$ cat src/rtl/mph_pkg.sv
// Shared definitions for the multi-project pad mux.
//   state_e      : switching FSM states, encoding is visible in STATUS[9:8]
//   Reg*         : register word offsets (wbs_adr_i[3:2])
//   *Bit / *Lsb  : register field positions
package mph_pkg;

  typedef enum logic [1:0] {
    StIdle   = 2'd0,
    StSel    = 2'd1,
    StActive = 2'd2,
    StDrain  = 2'd3
  } state_e;

  localparam logic [1:0] RegCtrl   = 2'd0;
  localparam logic [1:0] RegStatus = 2'd1;

  localparam int unsigned CtrlEnBit    = 31;
  localparam int unsigned StatStateLsb = 8;
  localparam int unsigned StatBusyBit  = 12;
  localparam int unsigned StatErrBit   = 16;

endpackage

$ cat src/rtl/mph_project_mux_if.sv
// Wishbone slave bus for the project mux register block.
//   master : drives stb/cyc/we/sel/adr/dat_i, receives ack/dat_o
//   slave  : the register block side
interface mph_project_mux_if;

  logic        wbs_stb_i;
  logic        wbs_cyc_i;
  logic        wbs_we_i;
  logic [3:0]  wbs_sel_i;
  logic [31:0] wbs_adr_i;
  logic [31:0] wbs_dat_i;
  logic        wbs_ack_o;
  logic [31:0] wbs_dat_o;

  modport master (
    output wbs_stb_i, wbs_cyc_i, wbs_we_i, wbs_sel_i, wbs_adr_i, wbs_dat_i,
    input  wbs_ack_o, wbs_dat_o
  );

  modport slave (
    input  wbs_stb_i, wbs_cyc_i, wbs_we_i, wbs_sel_i, wbs_adr_i, wbs_dat_i,
    output wbs_ack_o, wbs_dat_o
  );

endinterface

$ cat src/rtl/mph_wb_regs.sv
// Wishbone register block for the project mux.
//   clk_i, rst_i    : clock, asynchronous active-high reset
//   wb              : Wishbone slave bus
//   state_i         : current switching state (STATUS readback)
//   cur_idx_i       : currently/last selected project (STATUS readback)
//   busy_i          : switch in progress or pending (STATUS readback)
//   ctrl_idx_o      : requested project index
//   ctrl_en_o       : requested enable
// Each access is acknowledged one cycle after it is seen with ack low; ack
// lasts one cycle, so a held strobe completes every second cycle.
module mph_wb_regs
  import mph_pkg::*;
#(
  parameter int unsigned NUM_PROJ = 8,
  parameter int unsigned SEL_W    = $clog2(NUM_PROJ)
) (
  input  logic             clk_i,
  input  logic             rst_i,
  mph_project_mux_if.slave wb,
  input  state_e           state_i,
  input  logic [SEL_W-1:0] cur_idx_i,
  input  logic             busy_i,
  output logic [SEL_W-1:0] ctrl_idx_o,
  output logic             ctrl_en_o
);

  logic             ack_q, ack_d;
  logic [31:0]      dat_q, dat_d;
  logic [SEL_W-1:0] idx_q, idx_d;
  logic             en_q, en_d;
  logic             err_q, err_d;

  logic             access;
  logic             wr;
  logic [1:0]       reg_sel;
  logic             idx_bad;
  logic [31:0]      rdata;

  assign access  = wb.wbs_stb_i & wb.wbs_cyc_i & ~ack_q;
  assign wr      = access & wb.wbs_we_i;
  assign reg_sel = wb.wbs_adr_i[3:2];
  // The whole low byte is range-checked so indices that alias into SEL_W bits
  // (and unused indices of a non-power-of-2 count) are rejected.
  assign idx_bad = 32'(wb.wbs_dat_i[7:0]) >= NUM_PROJ;

  always_comb begin
    rdata = '0;
    case (reg_sel)
      RegCtrl: begin
        rdata[SEL_W-1:0] = idx_q;
        rdata[CtrlEnBit] = en_q;
      end
      RegStatus: begin
        rdata[SEL_W-1:0]          = cur_idx_i;
        rdata[StatStateLsb +: 2]  = state_i;
        rdata[StatBusyBit]        = busy_i;
        rdata[StatErrBit]         = err_q;
      end
      default: rdata = '0;
    endcase
  end

  always_comb begin
    ack_d = access;
    dat_d = access ? rdata : '0;
    idx_d = idx_q;
    en_d  = en_q;
    err_d = err_q;
    if (wr && reg_sel == RegCtrl && wb.wbs_sel_i[0]) begin
      if (wb.wbs_dat_i[CtrlEnBit] && idx_bad) begin
        err_d = 1'b1;
      end else begin
        idx_d = wb.wbs_dat_i[SEL_W-1:0];
        en_d  = wb.wbs_dat_i[CtrlEnBit];
      end
    end
    if (wr && reg_sel == RegStatus && wb.wbs_dat_i[StatErrBit]) begin
      err_d = 1'b0;
    end
  end

  always_ff @(posedge clk_i or posedge rst_i) begin
    if (rst_i) begin
      ack_q <= 1'b0;
      dat_q <= '0;
      idx_q <= '0;
      en_q  <= 1'b0;
      err_q <= 1'b0;
    end else begin
      ack_q <= ack_d;
      dat_q <= dat_d;
      idx_q <= idx_d;
      en_q  <= en_d;
      err_q <= err_d;
    end
  end

  assign wb.wbs_ack_o = ack_q;
  assign wb.wbs_dat_o = dat_q;
  assign ctrl_idx_o   = idx_q;
  assign ctrl_en_o    = en_q;

  logic unused_bits;
  assign unused_bits = ^{wb.wbs_adr_i[31:4], wb.wbs_adr_i[1:0], wb.wbs_sel_i[3:1],
                         wb.wbs_dat_i[30:17], wb.wbs_dat_i[15:8]};

endmodule

$ cat src/rtl/mph_project_mux.sv
// Multi-project harness core: selects at most one of NUM_PROJ projects onto
// the GPIO pads, with a tristate guard period whenever the selection changes.
//   wb_clk_i, wb_rst_i : clock, asynchronous active-high reset
//   wb                 : Wishbone slave bus (CTRL / STATUS registers)
//   active_o           : one-hot project enable, all-zero when none active
//   proj_io_out_i      : per-project io_out, project p at [p*IO_W +: IO_W]
//   proj_io_oeb_i      : per-project io_oeb, same packing
//   io_out, io_oeb     : registered pad outputs (io_oeb 1 = tristate)
module mph_project_mux
  import mph_pkg::*;
#(
  parameter int unsigned NUM_PROJ     = 8,
  parameter int unsigned IO_W         = 38,
  parameter int unsigned GUARD_CYCLES = 4
) (
  input  logic                     wb_clk_i,
  input  logic                     wb_rst_i,
  mph_project_mux_if.slave         wb,
  output logic [NUM_PROJ-1:0]      active_o,
  input  logic [NUM_PROJ*IO_W-1:0] proj_io_out_i,
  input  logic [NUM_PROJ*IO_W-1:0] proj_io_oeb_i,
  output logic [IO_W-1:0]          io_out,
  output logic [IO_W-1:0]          io_oeb
);

  localparam int unsigned SEL_W = $clog2(NUM_PROJ);
  localparam int unsigned CntW  = $clog2(GUARD_CYCLES) + 1;

  state_e              state_q;
  logic [SEL_W-1:0]    cur_idx_q;
  logic [NUM_PROJ-1:0] active_q;
  logic [CntW-1:0]     cnt_q;
  logic [IO_W-1:0]     io_out_q;
  logic [IO_W-1:0]     io_oeb_q;

  logic [SEL_W-1:0]    ctrl_idx;
  logic                ctrl_en;
  logic                drain_req;
  logic                busy;
  logic [NUM_PROJ-1:0] req_onehot;
  logic [IO_W-1:0]     sel_out;
  logic [IO_W-1:0]     sel_oeb;

  mph_wb_regs #(
    .NUM_PROJ (NUM_PROJ),
    .SEL_W    (SEL_W)
  ) u_regs (
    .clk_i      (wb_clk_i),
    .rst_i      (wb_rst_i),
    .wb         (wb),
    .state_i    (state_q),
    .cur_idx_i  (cur_idx_q),
    .busy_i     (busy),
    .ctrl_idx_o (ctrl_idx),
    .ctrl_en_o  (ctrl_en)
  );

  // Level-sensitive on CTRL: a rewrite of the active selection is a no-op,
  // and a change landing during SEL is picked up on the first ACTIVE cycle.
  assign drain_req  = ~ctrl_en | (ctrl_idx != cur_idx_q);
  assign req_onehot = {{(NUM_PROJ-1){1'b0}}, 1'b1} << ctrl_idx;

  assign busy = (state_q == StDrain) || (state_q == StSel) ||
                (state_q == StIdle && ctrl_en) || (state_q == StActive && drain_req);

  always_comb begin
    sel_out = '0;
    sel_oeb = '1;
    for (int p = 0; p < NUM_PROJ; p++) begin
      if (cur_idx_q == SEL_W'(p)) begin
        sel_out = proj_io_out_i[p*IO_W +: IO_W];
        sel_oeb = proj_io_oeb_i[p*IO_W +: IO_W];
      end
    end
  end

  always_ff @(posedge wb_clk_i or posedge wb_rst_i) begin
    if (wb_rst_i) begin
      state_q   <= StIdle;
      cur_idx_q <= '0;
      active_q  <= '0;
      cnt_q     <= '0;
      io_out_q  <= '0;
      io_oeb_q  <= '1;
    end else begin
      unique case (state_q)
        StIdle: begin
          if (ctrl_en) begin
            state_q   <= StSel;
            cur_idx_q <= ctrl_idx;
            active_q  <= req_onehot;
          end
        end
        StSel: state_q <= StActive;
        StActive: begin
          if (drain_req) begin
            state_q  <= StDrain;
            active_q <= '0;
            cnt_q    <= CntW'(GUARD_CYCLES - 1);
          end
        end
        StDrain: begin
          // Guard length is fixed at entry; CTRL writes only choose the exit.
          if (cnt_q == '0) begin
            if (ctrl_en) begin
              state_q   <= StSel;
              cur_idx_q <= ctrl_idx;
              active_q  <= req_onehot;
            end else begin
              state_q <= StIdle;
            end
          end else begin
            cnt_q <= cnt_q - 1'b1;
          end
        end
        default: state_q <= StIdle;
      endcase

      // Pads follow the project only while it stays ACTIVE, so they tristate
      // on the same edge that active_o drops.
      if (state_q == StActive && !drain_req) begin
        io_out_q <= sel_out;
        io_oeb_q <= sel_oeb;
      end else begin
        io_out_q <= '0;
        io_oeb_q <= '1;
      end
    end
  end

  assign active_o = active_q;
  assign io_out   = io_out_q;
  assign io_oeb   = io_oeb_q;

endmodule

$ cat src/flat_wrapper.sv
// flat-port wrapper written by rule: the top's interface ports become plain ports
module mph_project_mux_flat import mph_pkg::*;
#(
  parameter int unsigned NUM_PROJ     = 8,
  parameter int unsigned IO_W         = 38,
  parameter int unsigned GUARD_CYCLES = 4
)
  (wb_clk_i, wb_rst_i, active_o, proj_io_out_i, proj_io_oeb_i, io_out, io_oeb, wb_wbs_stb_i, wb_wbs_cyc_i, wb_wbs_we_i, wb_wbs_sel_i, wb_wbs_adr_i, wb_wbs_dat_i, wb_wbs_ack_o, wb_wbs_dat_o);
  mph_project_mux_if wb_i ();
  input  logic wb_clk_i;
  input  logic wb_rst_i;
  output logic [NUM_PROJ-1:0] active_o;
  input  logic [NUM_PROJ*IO_W-1:0] proj_io_out_i;
  input  logic [NUM_PROJ*IO_W-1:0] proj_io_oeb_i;
  output logic [IO_W-1:0] io_out;
  output logic [IO_W-1:0] io_oeb;
  input wire logic [$bits(wb_i.wbs_stb_i)-1:0] wb_wbs_stb_i;
  input wire logic [$bits(wb_i.wbs_cyc_i)-1:0] wb_wbs_cyc_i;
  input wire logic [$bits(wb_i.wbs_we_i)-1:0] wb_wbs_we_i;
  input wire logic [$bits(wb_i.wbs_sel_i)-1:0] wb_wbs_sel_i;
  input wire logic [$bits(wb_i.wbs_adr_i)-1:0] wb_wbs_adr_i;
  input wire logic [$bits(wb_i.wbs_dat_i)-1:0] wb_wbs_dat_i;
  output wire logic [$bits(wb_i.wbs_ack_o)-1:0] wb_wbs_ack_o;
  output wire logic [$bits(wb_i.wbs_dat_o)-1:0] wb_wbs_dat_o;
  assign wb_i.wbs_stb_i = wb_wbs_stb_i;
  assign wb_i.wbs_cyc_i = wb_wbs_cyc_i;
  assign wb_i.wbs_we_i = wb_wbs_we_i;
  assign wb_i.wbs_sel_i = wb_wbs_sel_i;
  assign wb_i.wbs_adr_i = wb_wbs_adr_i;
  assign wb_i.wbs_dat_i = wb_wbs_dat_i;
  assign wb_wbs_ack_o = wb_i.wbs_ack_o;
  assign wb_wbs_dat_o = wb_i.wbs_dat_o;
  mph_project_mux #(.NUM_PROJ(NUM_PROJ), .IO_W(IO_W), .GUARD_CYCLES(GUARD_CYCLES)) u_core (.wb_clk_i(wb_clk_i), .wb_rst_i(wb_rst_i), .wb(wb_i), .active_o(active_o), .proj_io_out_i(proj_io_out_i), .proj_io_oeb_i(proj_io_oeb_i), .io_out(io_out), .io_oeb(io_oeb));
endmodule
$ cat config.mk
export PLATFORM = sky130hd
export DESIGN_NAME = mph_project_mux_flat
export DESIGN_NICKNAME = d
export VERILOG_FILES = /design/src/rtl/mph_pkg.sv /design/src/rtl/mph_project_mux_if.sv /design/src/rtl/mph_wb_regs.sv /design/src/rtl/mph_project_mux.sv /design/src/flat_wrapper.sv
export SDC_FILE = /design/constraint.sdc
export NUM_CORES = 1
export LEC_CHECK = 0
export ABC_AREA = 0
export CAP_MARGIN = 20
export CORE_AREA = 2 2 313 315
export DETAILED_ROUTE_END_ITERATION = 8
export DIE_AREA = 0 0 315 317
export GPL_TIMING_DRIVEN = 0
export PLACE_DENSITY_LB_ADDON = 0.05
export SYNTH_ARGS = -nofsm -noshare
export SYNTH_HDL_FRONTEND = slang
export SYNTH_SLANG_ARGS = --single-unit
$ cat constraint.sdc
create_clock -name wb_clk_i -period 4.2 [get_ports wb_clk_i]
set_input_delay 0.42 -clock wb_clk_i [delete_from_list [all_inputs] [get_ports wb_clk_i]]
set_output_delay 0.42 -clock wb_clk_i [all_outputs]
set_load 0.02 [all_outputs]
==> metrics <==
outcome=finished, final reports clean; worst r2r path cells=7; Critical Path Start Type=register; Net Sw Power=0.00440 W; count of yosys warnings during synthesis=0; FF-to-FF setup slack=0.57 ns; DRC errors left=0; Worst-Skew Late Latency=0.41 ns; gr usage total=17.2%; WL final=89,200 um; Synth top area share=19.3%; global-route wire length before repair=116,000 um; P_int=0.00410 W; Most common cell on crit path=clkbuf_1; most common cell in the netlist=o21ai_0; Max Cap Violations=0; DR vias=11,800; worst min path class=in2async; Fmax=0.275 GHz; xor and xnor area share after synthesis=0.297%; hold buffers post-CTS=0; Starting Density=9.18%; kind of cell adding the most delay to the critical path=buffers and inverters; Required @ worst endpoint=4.47 ns; routed wire length per instance=29.0 um; Leak=6.44 nW; Final Hold Fails=0; Clock power frac=11.8%; Max VDD drop=211 uV; Relative slew margins=26.7%; hpwl dp=74,100 um; RSZ-0062 raised after global routing=false; Final Util=19.0%; # IOs=798; Comb pwr share=71.9%; max-slew violations=0; post-placement cell count=3,036; mapped cell area=8840 um2; total grt overflow=0; Sink Count=106; first drt pass iteration count=5; top post-synthesis cells by count=120 x o21ai_0, 81 x clkbuf_1, 68 x dfrtp_1, 68 x nand2_1, 63 x o22ai_1; Die W=315 um; largest family of logic cells by synthesized area=compound AO/OA/AOI/OAI gates; share of layout cells above drive strength 1=11.5%; Die Span Y=317 um; clock tree root buffer cell=clkbuf_16; Bufs on Longest Clock Path=2; Final setup viols=0; Rows=114; setup bufs post-CTS=0; sequential share of the synthesized area=30.5%; post-synth top area cell=dfrtp_1; CTS tree=built; Critical Path End Type=register; Synth Area in Compound Gates=37.8%; Critical Path Slowest Stage Cell=clkbuf_1; terminus of the critical flop-to-flop path=u_core.io_oeb[35]; Initial DRC Count=466; Post-synth top flop=dfrtp_1; Worst-Margin Slew=1.10 ns; register bit total from synthesis=106; Unique masters post-synth=56; CP Class=reg2reg; die area=99,900 um2; largest net degree at the start of global routing=73; number of synthesized flops with an enable pin=0; reg2reg start=u_core.cur_idx_q[0]; Post-Layout Cell Count=3,074; PortBufs=718; total core area=96,300 um2; power per cell area=466 nW/um2; worst clock skew=0.0130 ns; CP Max Fanout=10; Mapped Cells=1,010; Synth Area in Simple Gates=7.90%; area delta synth->final=106%; arrival time worst endpoint=3.91 ns; post_cts resized=0; multiplexer area fraction after synthesis=13.7%; H-tree levels=3; period utilisation layout=86.5%; Switching Share=51.8%; GPL Wtd Cong=0.846; nets@finish=2,461; fin crit period=3.63 ns; Adder-Cell Fraction of Synth Area=1.13%; Num CTS Buffers=9; Final ANT Viol Nets=0; initial antenna violation count=33; Via density=3.84; part of the power in registers=16.3%; Avg Cell Area, Syn=8.75 um2; vias in the first global route=12,800; Async S/R FF share, synth=100%; worst path bufs/invs=5; top cells by area, synth=dfrtp_1 19%, dfstp_2 11%, o21ai_0 6.8%; Crit path largest cell delay=0.77 ns; Critical Path, Cell by Cell=clkbuf_1 -> buf_16 -> clkbuf_1 -> buf_2 -> clkbuf_1 -> o221ai_1 -> o211ai_1; Clk pin slew, worst setup/hold paths=0.10 ns
[cells by family (layout without fill, tap and decap cells)]
| kind of cell | after synthesis | count (layout) |
|---|---|---|
| AOI/OAI and AO/OA | 477 | 477 |
| buffers and inverters | 168 | 912 |
| muxes | 103 | 103 |
| and+or+nand+nor | 144 | 144 |
| DFF | 106 | 106 |
| other | 1 | 45 |
| xor gates and xnor gates | 3 | 3 |
| adders and majority gates | 8 | 8 |
[metal layers]
metal | track usage (%) | vias to the layer above | wire length (um)
li1 | - | 5455 | -
met1 | 19.7 | 5716 | 35300
met2 | 30.0 | 535 | 44500
met3 | 6.05 | 74 | 7480
met4 | 4.83 | 28 | 1770
met5 | 0 | - | 166
[sequential cells by signal (all words and copies together), names as in the netlist, 2 cells and up]
| name | cells |
|---|---|
| u_core.cur_idx_q | 3 |
| u_core.cnt_q | 3 |
| u_core.u_regs.wb.wbs_dat_o | 8 |
| u_core.state_q | 2 |
| u_core.active_o | 8 |
| u_core.u_regs.ctrl_idx_o | 3 |
| u_core.io_out | 38 |
| u_core.io_oeb | 38 |
[power groups by stage]
stage	Combinational (W)	Sequential, W	Clock (W)
after detailed placement	0.00632	0.00141	0
after CTS	0.00635	0.00140	0.00108
after floorplan	0.00287	0.00162	0
after global placement	0.00624	0.00141	0
after global routing	0.00669	0.00142	0.00111
final	0.00612	0.00139	0.00100
[layout make-up]
| class | instances | area, um2 |
|---|---|---|
| Multi-Input combinational cell | 759 | 5470 |
| Clock inverter | 7 | 71.3 |
| Inverter | 31 | 121 |
| Sequential cell | 106 | 2700 |
| Tap cell | 1276 | 1600 |
| Buffer | 137 | 642 |
| Antenna cell | 21 | 52.6 |
| Clock buffer | 9 | 225 |
| Fill cell | 10800 | 78000 |
| Timing Repair Buffer | 728 | 7370 |
[cell usage in the layout, fill, tap and decap left out, types with 18 or more instances in the layout]
master and count:
a31oi_1 29, a221o_1 33, buf_4 26, mux2_2 45, inv_1 28, nor2_1 18, o2bb2ai_1 21, o221a_2 26
o22ai_1 63, clkdlybuf4s50_1 718, o21a_1 20, o21ai_0 120, buf_2 22, a221oi_1 28, mux2i_1 43, conb_1 24
a21oi_1 54, a22oi_1 22, nand2_1 68, diode_2 21, dfrtp_1 68, dfstp_2 38, a32oi_1 26, clkbuf_1 81
nor2b_1 20
[worst max-delay path by stage]
stage	slack, ns	depth (start not counted)	startpoint	end
floorplan	1.05	1	wb_rst_i	u_core.active_o[0]
global placement	-2.27	2	wb_rst_i	u_core.io_out[31]
detailed placement	0.22	7	u_core.cur_idx_q[0]	u_core.io_oeb[35]
CTS	0.19	7	u_core.cur_idx_q[0]	u_core.io_oeb[35]
global route	0.16	7	u_core.cur_idx_q[0]	u_core.io_oeb[35]
finish	0.57	7	u_core.cur_idx_q[0]	u_core.io_oeb[35]
[per-stage QoR]
step / instance area, um2 / setup slack (ns) / total power [W] / setup TNS (ns) / hold WS, ns
after floorplan: 8920 / 1.05 / 0.00449 / 0 / 0.454
after global placement: 17700 / -2.27 / 0.00765 / -179.05 / 0.478
after detailed placement: 17900 / 0.221 / 0.00773 / 0 / 0.499
after CTS: 18200 / 0.185 / 0.00883 / 0 / 0.387
after global routing: 18200 / 0.157 / 0.00921 / 0 / 0.401
final: 18300 / 0.568 / 0.00851 / 0 / 0.377
Note: power is estimated with default switching activity, not from simulation.
